`src/rtl/alu_serial_seq.sv`:
```
// ============================================================================
// Module   : alu_serial_seq
// Purpose  : Bit-serial operand sequencer wrapped around the 1-bit alu stage.
// Revision : 1.0
// ============================================================================
`default_nettype none

module alu_serial_seq #(
  parameter int WIDTH = 12
) (
  input  logic             clk,
  input  logic             rst_n,
  input  logic             start,
  input  logic [1:0]       op,
  input  logic [WIDTH-1:0] operand,
  output logic             busy,
  output logic             done,
  output logic [WIDTH-1:0] acc,
  output logic             carry,
  output logic             a0,
  output logic             x0,
  output logic             x1,
  output logic             f,
  output logic             o0,
  output logic             no0,
  output logic             o1,
  output logic             no1,
  input  logic             alu_out,
  input  logic             alu_ncout
);

  localparam int CW = (WIDTH > 1) ? $clog2(WIDTH) : 1;
  localparam logic [CW-1:0] C_LAST = CW'(WIDTH - 1);

  typedef enum logic [0:0] {
    IDLE = 1'b0,
    RUN  = 1'b1
  } state_t;

  state_t           r_state;
  logic [WIDTH-1:0] r_a;
  logic [WIDTH-1:0] r_x;
  logic             r_f;
  logic [CW-1:0]    r_count;
  logic [1:0]       r_op;
  logic             r_done;
  logic             w_run;

  always_ff @(posedge clk or negedge rst_n) begin
    if (!rst_n) begin
      r_state <= IDLE;
      r_a     <= '0;
      r_x     <= '0;
      r_f     <= 1'b0;
      r_count <= '0;
      r_op    <= 2'b00;
      r_done  <= 1'b0;
    end else begin
      r_done <= 1'b0;
      case (r_state)
        IDLE: begin
          if (start) begin
            r_op    <= op;
            r_x     <= operand;
            r_count <= '0;
            r_state <= RUN;
          end
        end
        RUN: begin
          // A shifts out its LSB to the alu while the new result bit enters at the MSB.
          r_a     <= {alu_out, r_a[WIDTH-1:1]};
          r_x     <= {r_x[0], r_x[WIDTH-1:1]};
          r_f     <= ~alu_ncout;
          r_count <= r_count + 1'b1;
          if (r_count == C_LAST) begin
            r_state <= IDLE;
            r_done  <= 1'b1;
          end
        end
        default: r_state <= IDLE;
      endcase
    end
  end

  assign w_run = (r_state == RUN);

  assign busy  = w_run;
  assign done  = r_done;
  assign acc   = r_a;
  assign carry = r_f;

  assign a0 = r_a[0];
  assign x0 = r_x[0];
  assign x1 = r_x[1];
  assign f  = r_f;

  // Rails are all low outside RUN so the alu selector is inert while idle.
  assign o1  = w_run &  r_op[1];
  assign no1 = w_run & ~r_op[1];
  assign o0  = w_run &  r_op[0];
  assign no0 = w_run & ~r_op[0];

endmodule

`default_nettype wire

```
`config.mk`:
```
export PLATFORM = sky130hd
export DESIGN_NAME = alu_serial_seq
export DESIGN_NICKNAME = d
export VERILOG_FILES = /design/src/rtl/alu_serial_seq.sv
export SDC_FILE = /design/constraint.sdc
export NUM_CORES = 1
export LEC_CHECK = 0
export ABC_AREA = 1
export CAP_MARGIN = 20
export CORE_MARGIN = 5
export CORE_UTILIZATION = 49
export CTS_CLUSTER_DIAMETER = 30
export CTS_CLUSTER_SIZE = 40
export DETAILED_ROUTE_END_ITERATION = 10
export PLACE_DENSITY = 0.84
export SKIP_LAST_GASP = 1
export SYNTH_ARGS = -nofsm -noshare
export SYNTH_HDL_FRONTEND = slang
export SYNTH_SLANG_ARGS = --single-unit
```
`constraint.sdc`:
```
create_clock -name clk -period 3.1 [get_ports clk]
set_clock_uncertainty 0.2 [all_clocks]
set_input_delay 0.31 -clock clk [delete_from_list [all_inputs] [get_ports clk]]
set_output_delay 0.31 -clock clk [all_outputs]
set_load 0.1 [all_outputs]
```
==> run_results.csv, run 1 <==
group,metric,value,unit
status,outcome,"complete, no violations",
layout,finalNetCount,225,
sta,slew_viol_final,0,
worst_setup_path,crit_path_max_incr_delay,0.63,ns
drt,viasPerCell,4.941,
clock_network,numClockSinks,33,
clock_network,cts_hold_buffers,0,
die,die-area,3960,µm²
worst_setup_path,crit_slowest_cell,"dfrtp_1",
global_route,grt_max_degree,34,
die,rows,19,
drt,drcViolationCount,0,
global_route,grt_usage,15.60,%
placement,dpl.hpwl,2125,µm
clock_network,worstSkewPairLatency,0.33,ns
worst_setup_path,worstPathCellList,"inv_2 > nor2_1 > buf_4",
die,initial_core_util,50.65,%
placement,dpl_worst_slack,1.291,ns
sta,layout_setup_ws,0.9155,ns
clock_network,htreeDepth,2,
sta,slew_headroom,61.56,%
worst_setup_path,rr_startpoint,"busy$_DFF_PN0_",
global_route,grt_overflow,0,
worst_setup_path,arrival,1.67,ns
sta,worst_slew_pin_slew,0.5760,ns
worst_setup_path,cp_top_family,"flip-flops",
placement,gp_congestion,0.7673,
synth,synth_cells,163,
clock_network,post_cts_resized,0,
clock_network,post_cts_buffers,0,
layout,stdcell_area,1800,µm²
worst_setup_path,crit_type,"reg -> out",
synth,yosysTopAreaCellShare,60.16,%
drt,drtPass1Iterations,4,
drt,wl,2901,µm
global_route,grt_pass1_wl,5064,µm
placement,port_buffers,41,
sta,finalCritPeriodShare,70.47,%
worst_setup_path,endpoint_kind,"primary output",
synth,synth.yosys.seq_area_share,60.16,%
sta,hold_violations,0,
job,drv_cap,0,
synth,synth_area_leaders,"dfrtp_1 (60%), nand2_1 (24%), nand3_1 (5.1%)",
global_route,grt_pass1_vias,1200,
die,ioPinCount,42,
clock_network,clockBufferDepth,2,
placement,dpl-instance-area,1730,µm²
worst_setup_path,cp_max_fo,19,
worst_setup_path,crit_buf_inv,2,
layout,drive_gt1_share,17.96,%
worst_setup_path,worstPathRequired,2.59,ns
worst_hold_path,min_path_type,"in -> async",
sta,rsz0062_at_grt,"false",
clock_network,clk_pin_slew,0.10,ns
die,fp.dieH,62.93,µm
layout,diodes,0,
sta,max_freq,457.8,MHz
clock_network,cts_made_buffers,5,
synth,ys_ff_latch,33,
clock_network,cts_tree,"built",
die,dieWidth,62.93,µm
synth,synth-warning-count,0,
worst_setup_path,cp-startpoint,"busy$_DFF_PN0_",
drt,wl_per_cell,12.24,µm
synth,synth.avg_cell_area,8.421,µm²
sta,period_minus_slack,2.184,ns
drt,ant_nets,0,
worst_setup_path,cp-start-kind,"register",
global_route,antenna_found_initial,0,
layout,final_cells,237,
clock_network,ctsRootBufferMaster,"clkbuf_4",
synth,synth_top_area_cell,"dfrtp_1",
synth,syn-num-nets,183,
die,core,2710,µm²
sta,hold_slack,0.1820,ns
layout,syn2layout_area_growth,31.18,%
drt,dr.first_iter.drc_count,58,
placement,placed_cells,229,
synth,netlist_area,1373,µm²
sta,finalSetupViolations,0,
drt,via_count,1171,
synth,synthDistinctLibCells,15,
==> synth_stat cells <==
cell,count
a21oi_1,1
buf_1,1
buf_2,3
buf_4,4
dfrtp_1,33
ha_1,1
inv_1,6
inv_2,2
nand2_1,87
nand2_2,1
nand3_1,14
nor2_1,3
nor2_2,1
nor3_1,1
o21ai_0,5
==> flip-flops by register name (all words and copies together), names as in the netlist <==
name / cells
r_count: 4
acc: 12
done: 1
busy: 1
r_x: 12
r_op: 2
carry: 1
==> final timing paths <==
path,end,slack (ns),cells past startpoint
setup / recovery,no0,0.92,3
hold / removal,acc[11]$_DFFE_PN0P_,0.18,2
setup reg to reg,r_x[4]$_DFFE_PN0P_,1.29,4
hold reg to reg,r_x[8]$_DFFE_PN0P_,0.31,2
max in group asynchronous,r_count[1]$_DFFE_PN0P_,2.22,2
min in group clk,r_x[8]$_DFFE_PN0P_,0.31,2
==> area by class of cell <==
cell class / count / area (µm²)
clock buffer: 7 / 65.06
clock inverter: 1 / 5.005
fill: 243 / 909.6
inverter: 8 / 30.03
multi-input combinational: 114 / 467.9
sequential: 33 / 825.8
tap: 31 / 38.79
timing repair buffer: 43 / 367.9
==> metal layers <==
layer	vias up	share of wire (%)	GRT usage, %	wire length (µm)
met4	0	0.48	3.979	14
met5	-	0	0	0
met2	48	45	24.23	1304
li1	582	-	-	-
met1	539	45	19.24	1302
met3	2	9.7	7.734	281
==> worst register-to-register path: stages (launching register included) <==
cell and delay [ns]:
dfrtp_1 0.56, buf_4 0.28, nor2_2 0.48, nand2_1 0.10, nand3_1 0.12
==> per-stage QoR <==
step,utilization [%],setup TNS [ns]
5_1_grt,66.44,0
3_3_place_gp,63.85,0
4_1_cts,66.44,0
2_1_floorplan,-,-0.1724
6_report,66.44,0
3_5_place_dp,63.85,0
==> cells in the final DEF, fill, tap and decap left out <==
| cell type | count |
|---|---|
| nor2_2 | 1 |
| buf_4 | 25 |
| nor2_1 | 3 |
| dfrtp_1 | 33 |
| nand3_1 | 14 |
| o21ai_0 | 5 |
| clkdlybuf4s50_1 | 18 |
| nand2_2 | 1 |
| a21oi_1 | 1 |
| clkinv_2 | 1 |
| inv_2 | 2 |
| clkbuf_4 | 5 |
| nand2_1 | 87 |
| ha_1 | 1 |
| clkbuf_8 | 2 |
| inv_1 | 6 |
| nor3_1 | 1 |
==> kinds of logic (layout without fill, tap and decap cells) <==
kind of cell	count (synthesis)	count (layout)	synth area share (%)
AND/OR/NAND/NOR	107	107	30.99
adder cells (fa/ha/maj)	1	1	0.9114
buffers and inverters	16	59	5.743
flip-flops	33	33	60.16
AO/OA/AOI/OAI	6	6	2.187
Power of run 1 is left out: the tool's default activity adds up to more than one toggle a clock period on the data nets, which glitch-free logic cannot reach.
==> run 2: changes to the inputs <==
- CORE_UTILIZATION: 49 -> 45
- PLACE_DENSITY: 0.84 -> 0.78
- clock period: 3.1 -> 2.25 ns (I/O delays scaled with it)
==> run 2 against run 1 <==
Against the previous run:
- critical path depth unchanged
- via count increased by 0.34%
- critical endpoint is now no1
- core utilization decreased by 2.5 points
- flip-flop and latch count unchanged
- first-iteration DRC count increased by 16%
- clock-buffer cell count unchanged
- final cell count increased by 1.3%
- hold slack got worse by 0.13 ns
==> run_results.csv, run 2 (synthesis results as in run 1) <==
group,metric,value,unit
status,outcome,"complete, no violations",
global_route,grt_pass1_wl,5223,µm
drt,ant_nets,0,
die,ioPinCount,42,
die,fp.dieH,65.23,µm
worst_setup_path,endpoint_kind,"primary output",
die,dieWidth,65.23,µm
sta,slew_headroom,61.45,%
die,initial_core_util,46.09,%
die,core,2978,µm²
global_route,grt_overflow,0,
clock_network,ctsRootBufferMaster,"clkbuf_4",
layout,final_common_cell,"nand2_1",
sta,rsz0062_at_grt,"false",
clock_network,post_cts_buffers,0,
clock_network,clk_pin_slew,0.10,ns
worst_setup_path,cp_max_fo,19,
global_route,grt_usage,15.81,%
drt,dr.first_iter.drc_count,67,
layout,finalNetCount,226,
layout,diodes,0,
sta,finalCritPeriodShare,82.19,%
global_route,grt_max_degree,20,
sta,finalSetupViolations,0,
drt,drcViolationCount,0,
worst_setup_path,crit_type,"reg -> out",
placement,port_buffers,41,
global_route,met3_usage,5.812,%
clock_network,htreeDepth,2,
global_route,top_usage_layer,"met2",
drt,wl,2926,µm
clock_network,numClockSinks,33,
drt,drtPass1Iterations,4,
drt,via_count,1175,
die,rows,20,
clock_network,post_cts_resized,0,
placement,dpl.hpwl,2235,µm
clock_network,worstSkewPairLatency,0.32,ns
global_route,grtUsageMet2,26.42,%
worst_hold_path,min_path_type,"in -> async",
clock_network,cts_hold_buffers,0,
placement,gp_congestion,0.8010,
layout,final_cell_mix,"nand2_1 (87), dfrtp_1 (32), buf_4 (21)",
clock_network,clockBufferDepth,2,
worst_setup_path,worstPathRequired,1.82,ns
global_route,antenna_found_initial,0,
sta,worst_slew_pin_slew,0.5765,ns
worst_setup_path,cp-start-kind,"register",
global_route,grt_pass1_vias,1154,
layout,drive_gt1_share,19.32,%
clock_network,cts_made_buffers,5,
drt,wl_per_cell,12.19,µm
sta,max_freq,540.8,MHz
sta,slew_viol_final,0,
global_route,met1_usage,19.47,%
worst_setup_path,arrival,1.42,ns
sta,hold_violations,0,
drt,viasPerCell,4.896,
sta,period_minus_slack,1.849,ns
die,die-area,4255,µm²
clock_network,cts_tree,"built",
layout,syn2layout_area_growth,38.74,%
sta,finalSetupTns,0,ns
worst_setup_path,r2r_slack,0.52,ns
job,drv_cap,0,
[run 2: cell types whose count changed in the layout (fill, tap and decap cells not counted), moves of 2 or more]
| cell | before | now |
|---|---|---|
| buf_12 | 0 | 5 |
| nor2_1 | 3 | 1 |
| nor2_4 | 0 | 2 |
| buf_4 | 25 | 21 |
[run 2: path summary, 6_finish.rpt]
check | start | endpoint | cells past startpoint
max | busy$_DFF_PN0_ | no1 | 3
min | rst_n | carry$_DFFE_PN0P_ | 1
max reg2reg | busy$_DFF_PN0_ | r_x[6]$_DFFE_PN0P_ | 4
min reg2reg | r_x[4]$_DFFE_PN0P_ | r_x[4]$_DFFE_PN0P_ | 2
max in group asynchronous | rst_n | r_x[10]$_DFFE_PN0P_ | 2
min in group clk | op[1] | r_op[1]$_DFFE_PN0P_ | 3
[run 2: layout make-up]
| type | count | area, µm² |
|---|---|---|
| inverters | 8 | 30.03 |
| flip-flops and latches | 33 | 827.0 |
| well taps | 33 | 41.29 |
| clock inverters | 1 | 30.03 |
| clock buffers | 7 | 55.05 |
| multi-input cells | 114 | 483.0 |
| repair buffers | 44 | 437.9 |
| fillers | 251 | 1074 |
[run 2: metrics by stage]
step	setup WS, ns	std cells	instance area [µm²]	util, %	hold WS (ns)
CTS	0.3721	240	1904	63.95	0.06233
global placement	0.6009	232	1819	61.09	0.2764
finish	0.4008	240	1904	63.95	0.05680
detailed placement	0.5472	232	1819	61.09	0.2841
global route	0.2651	240	1904	63.95	0.09999
floorplan	0.01480	163	1389	-	-0.2706
[run 2: per-layer routing]
layer	vias to the layer above	share of wire (%)
met1	540	44
met5	-	0
li1	585	-
met4	0	0.48
met2	47	48
met3	3	7.5
[run 2: worst max-delay path: stages, from the launching register on]
cell     delay [ns]
dfrtp_2        0.54
inv_2          0.22
nor2_4         0.15
buf_12         0.18
Power of run 2 is left out for the same reason.
==> run 3: changes to the inputs <==
- clock period: 2.25 -> 1.8 ns (I/O delays scaled with it)
==> run 3 against run 2 <==
Against the previous run:
- final cell count grew 0.83%
- critical endpoint is now no0
- hold slack lost 0.020 ns
- die area is the same
- clock-buffer cell count increased by 1
- routed wire length rose by 5.7%
- final area grew 12%
- global-route usage grew 0.71 points
- critical path depth unchanged
- highest routed layer unchanged
- first-iteration DRC count shrank 16%
- flip-flop and latch count unchanged
- register-to-register slack worse by 0.18 ns
- sequential share of layout area fell by 4.5 points
==> run_results.csv, run 3 (synthesis results as in run 1) <==
group,metric,value,unit
status,outcome,"complete, no violations",
worst_setup_path,endpoint_kind,"primary output",
sta,finalCritPeriodShare,93.74,%
worst_setup_path,crit_end,"no0",
drt,drtPass1Iterations,4,
worst_setup_path,rr_startpoint,"busy$_DFF_PN0_",
clock_network,ctsRootBufferMaster,"clkbuf_4",
layout,diodes,0,
placement,gp_congestion,0.7988,
worst_hold_path,min_path_type,"in -> async",
layout,final_cell_mix,"nand2_1 (85), dfrtp_1 (32), buf_12 (23)",
die,fp.dieH,65.23,µm
global_route,grt_pass1_wl,5257,µm
worst_setup_path,worstPathCellList,"inv_2 > nor2_4 > buf_12",
worst_setup_path,r2r_slack,0.34,ns
global_route,grt_overflow,0,
sta,hold_violations,0,
worst_setup_path,crit_type,"reg -> out",
die,die-area,4255,µm²
placement,port_buffers,41,
worst_setup_path,reg2reg_depth,5,
drt,dr.first_iter.drc_count,56,
global_route,grt_pass1_vias,1200,
clock_network,cts_made_buffers,5,
drt,via_count,1206,
drt,wl,3094,µm
die,rows,20,
drt,wl_per_cell,12.79,µm
clock_network,cts_hold_buffers,0,
die,initial_core_util,46.09,%
worst_setup_path,cp-startpoint,"busy$_DFF_PN0_",
sta,period_minus_slack,1.687,ns
sta,max_freq,592.7,MHz
global_route,grt_usage,16.52,%
global_route,grt_max_degree,34,
placement,dpl.hpwl,2358,µm
sta,worst_slew_pin_slew,0.3955,ns
sta,slew_headroom,73.63,%
drt,drcViolationCount,0,
worst_setup_path,crit_path_max_incr_delay,0.58,ns
clock_network,numClockSinks,33,
die,ioPinCount,42,
worst_setup_path,cp-start-kind,"register",
worst_setup_path,crit_buf_inv,2,
die,core,2978,µm²
worst_setup_path,critical_path_depth,3,
die,dieWidth,65.23,µm
global_route,antenna_found_initial,0,
sta,slew_viol_final,0,
clock_network,cts_tree,"built",
worst_setup_path,arrival,1.31,ns
drt,ant_nets,0,
layout,final_common_cell,"nand2_1",
layout,drive_gt1_share,21.53,%
clock_network,worstSkewPairLatency,0.33,ns
worst_setup_path,cp_top_family,"flip-flops",
clock_network,clk_pin_slew,0.10,ns
layout,fill_cells,214,
sta,finalSetupTns,0,ns
sta,rsz0062_at_grt,"false",
layout,syn2layout_area_growth,55.42,%
sta,finalSetupViolations,0,
clock_network,htreeDepth,2,
worst_setup_path,crit_slowest_cell,"dfrtp_4",
clock_network,clockBufferDepth,2,
job,drv_cap,0,
worst_setup_path,r2r_end,"r_x[10]$_DFFE_PN0P_",
worst_setup_path,cp_max_fo,11,
layout,finalNetCount,228,
worst_setup_path,worstPathRequired,1.42,ns
drt,viasPerCell,4.983,
run 3: cell count changes in the layout (fill, tap and decap cells not counted), moves of 2 or more:
cell and delta:
buf_12 +18, buf_4 -17, clkinvlp_4 +2, inv_1 -2, nand2_1 -2, nand2_2 +2
run 3: how the worst min path moves through the flow:
| stage | start | endpoint | slack (ns) | cells after the start |
|---|---|---|---|---|
| global placement | r_x[9]$_DFFE_PN0P_ | r_x[8]$_DFFE_PN0P_ | 0.28 | 2 |
| finish | rst_n | done$_DFF_PN0_ | 0.04 | 2 |
| floorplan | rst_n | acc[0]$_DFFE_PN0P_ | -0.32 | 0 |
| CTS | rst_n | done$_DFF_PN0_ | 0.04 | 2 |
| detailed placement | r_x[6]$_DFFE_PN0P_ | r_x[5]$_DFFE_PN0P_ | 0.28 | 2 |
| global route | rst_n | acc[0]$_DFFE_PN0P_ | 0.06 | 2 |
run 3: routing by layer:
layer  share of wire, %  wire, µm  track usage, %  vias to the layer above
met5                  0         0               0                        -
met4                1.6        48           7.254                        0
met3                6.7       208           6.838                        6
met2                 52      1607           27.69                       49
met1                 40      1229           18.29                      559
li1                   -         -               -                      592
run 3: stage by stage:
stage          worst slack [ns]  utilization (%)  hold slack [ns]  instance area (µm²)  cells
6_report                 0.1128            71.64          0.03729                 2133    242
5_1_grt                 0.02480            71.64          0.06445                 2133    242
4_1_cts                 0.01415            71.39          0.04431                 2126    241
3_5_place_dp             0.3091            69.41           0.2783                 2067    233
3_3_place_gp             0.3540            69.41           0.2753                 2067    233
2_1_floorplan          -0.02494                -          -0.3156                 1420    163
run 3: layout make-up:
cell class | count | area, µm² | area share, %
repair buffers | 46 | 678.2 | 31.79
multi-input cells | 114 | 488.0 | 22.87
flip-flops and latches | 33 | 829.5 | 38.89
clock buffers | 8 | 58.81 | 2.757
well taps | 33 | 41.29 | 1.935
inverters | 8 | 37.54 | 1.760
run 3: what timing repair did:
item,4_1_cts,5_1_grt
setup endpoints to repair,0,2
hold endpoints to repair,0,0
buffers inserted,0,1
resized for setup,0,0
run 3: worst register-to-register path, stage by stage (launching register included):
cell	delay, ns
dfrtp_4	0.58
inv_2	0.17
nand2_2	0.10
inv_2	0.19
nand2_1	0.08
nand3_1	0.08
Power of run 3 is left out for the same reason.
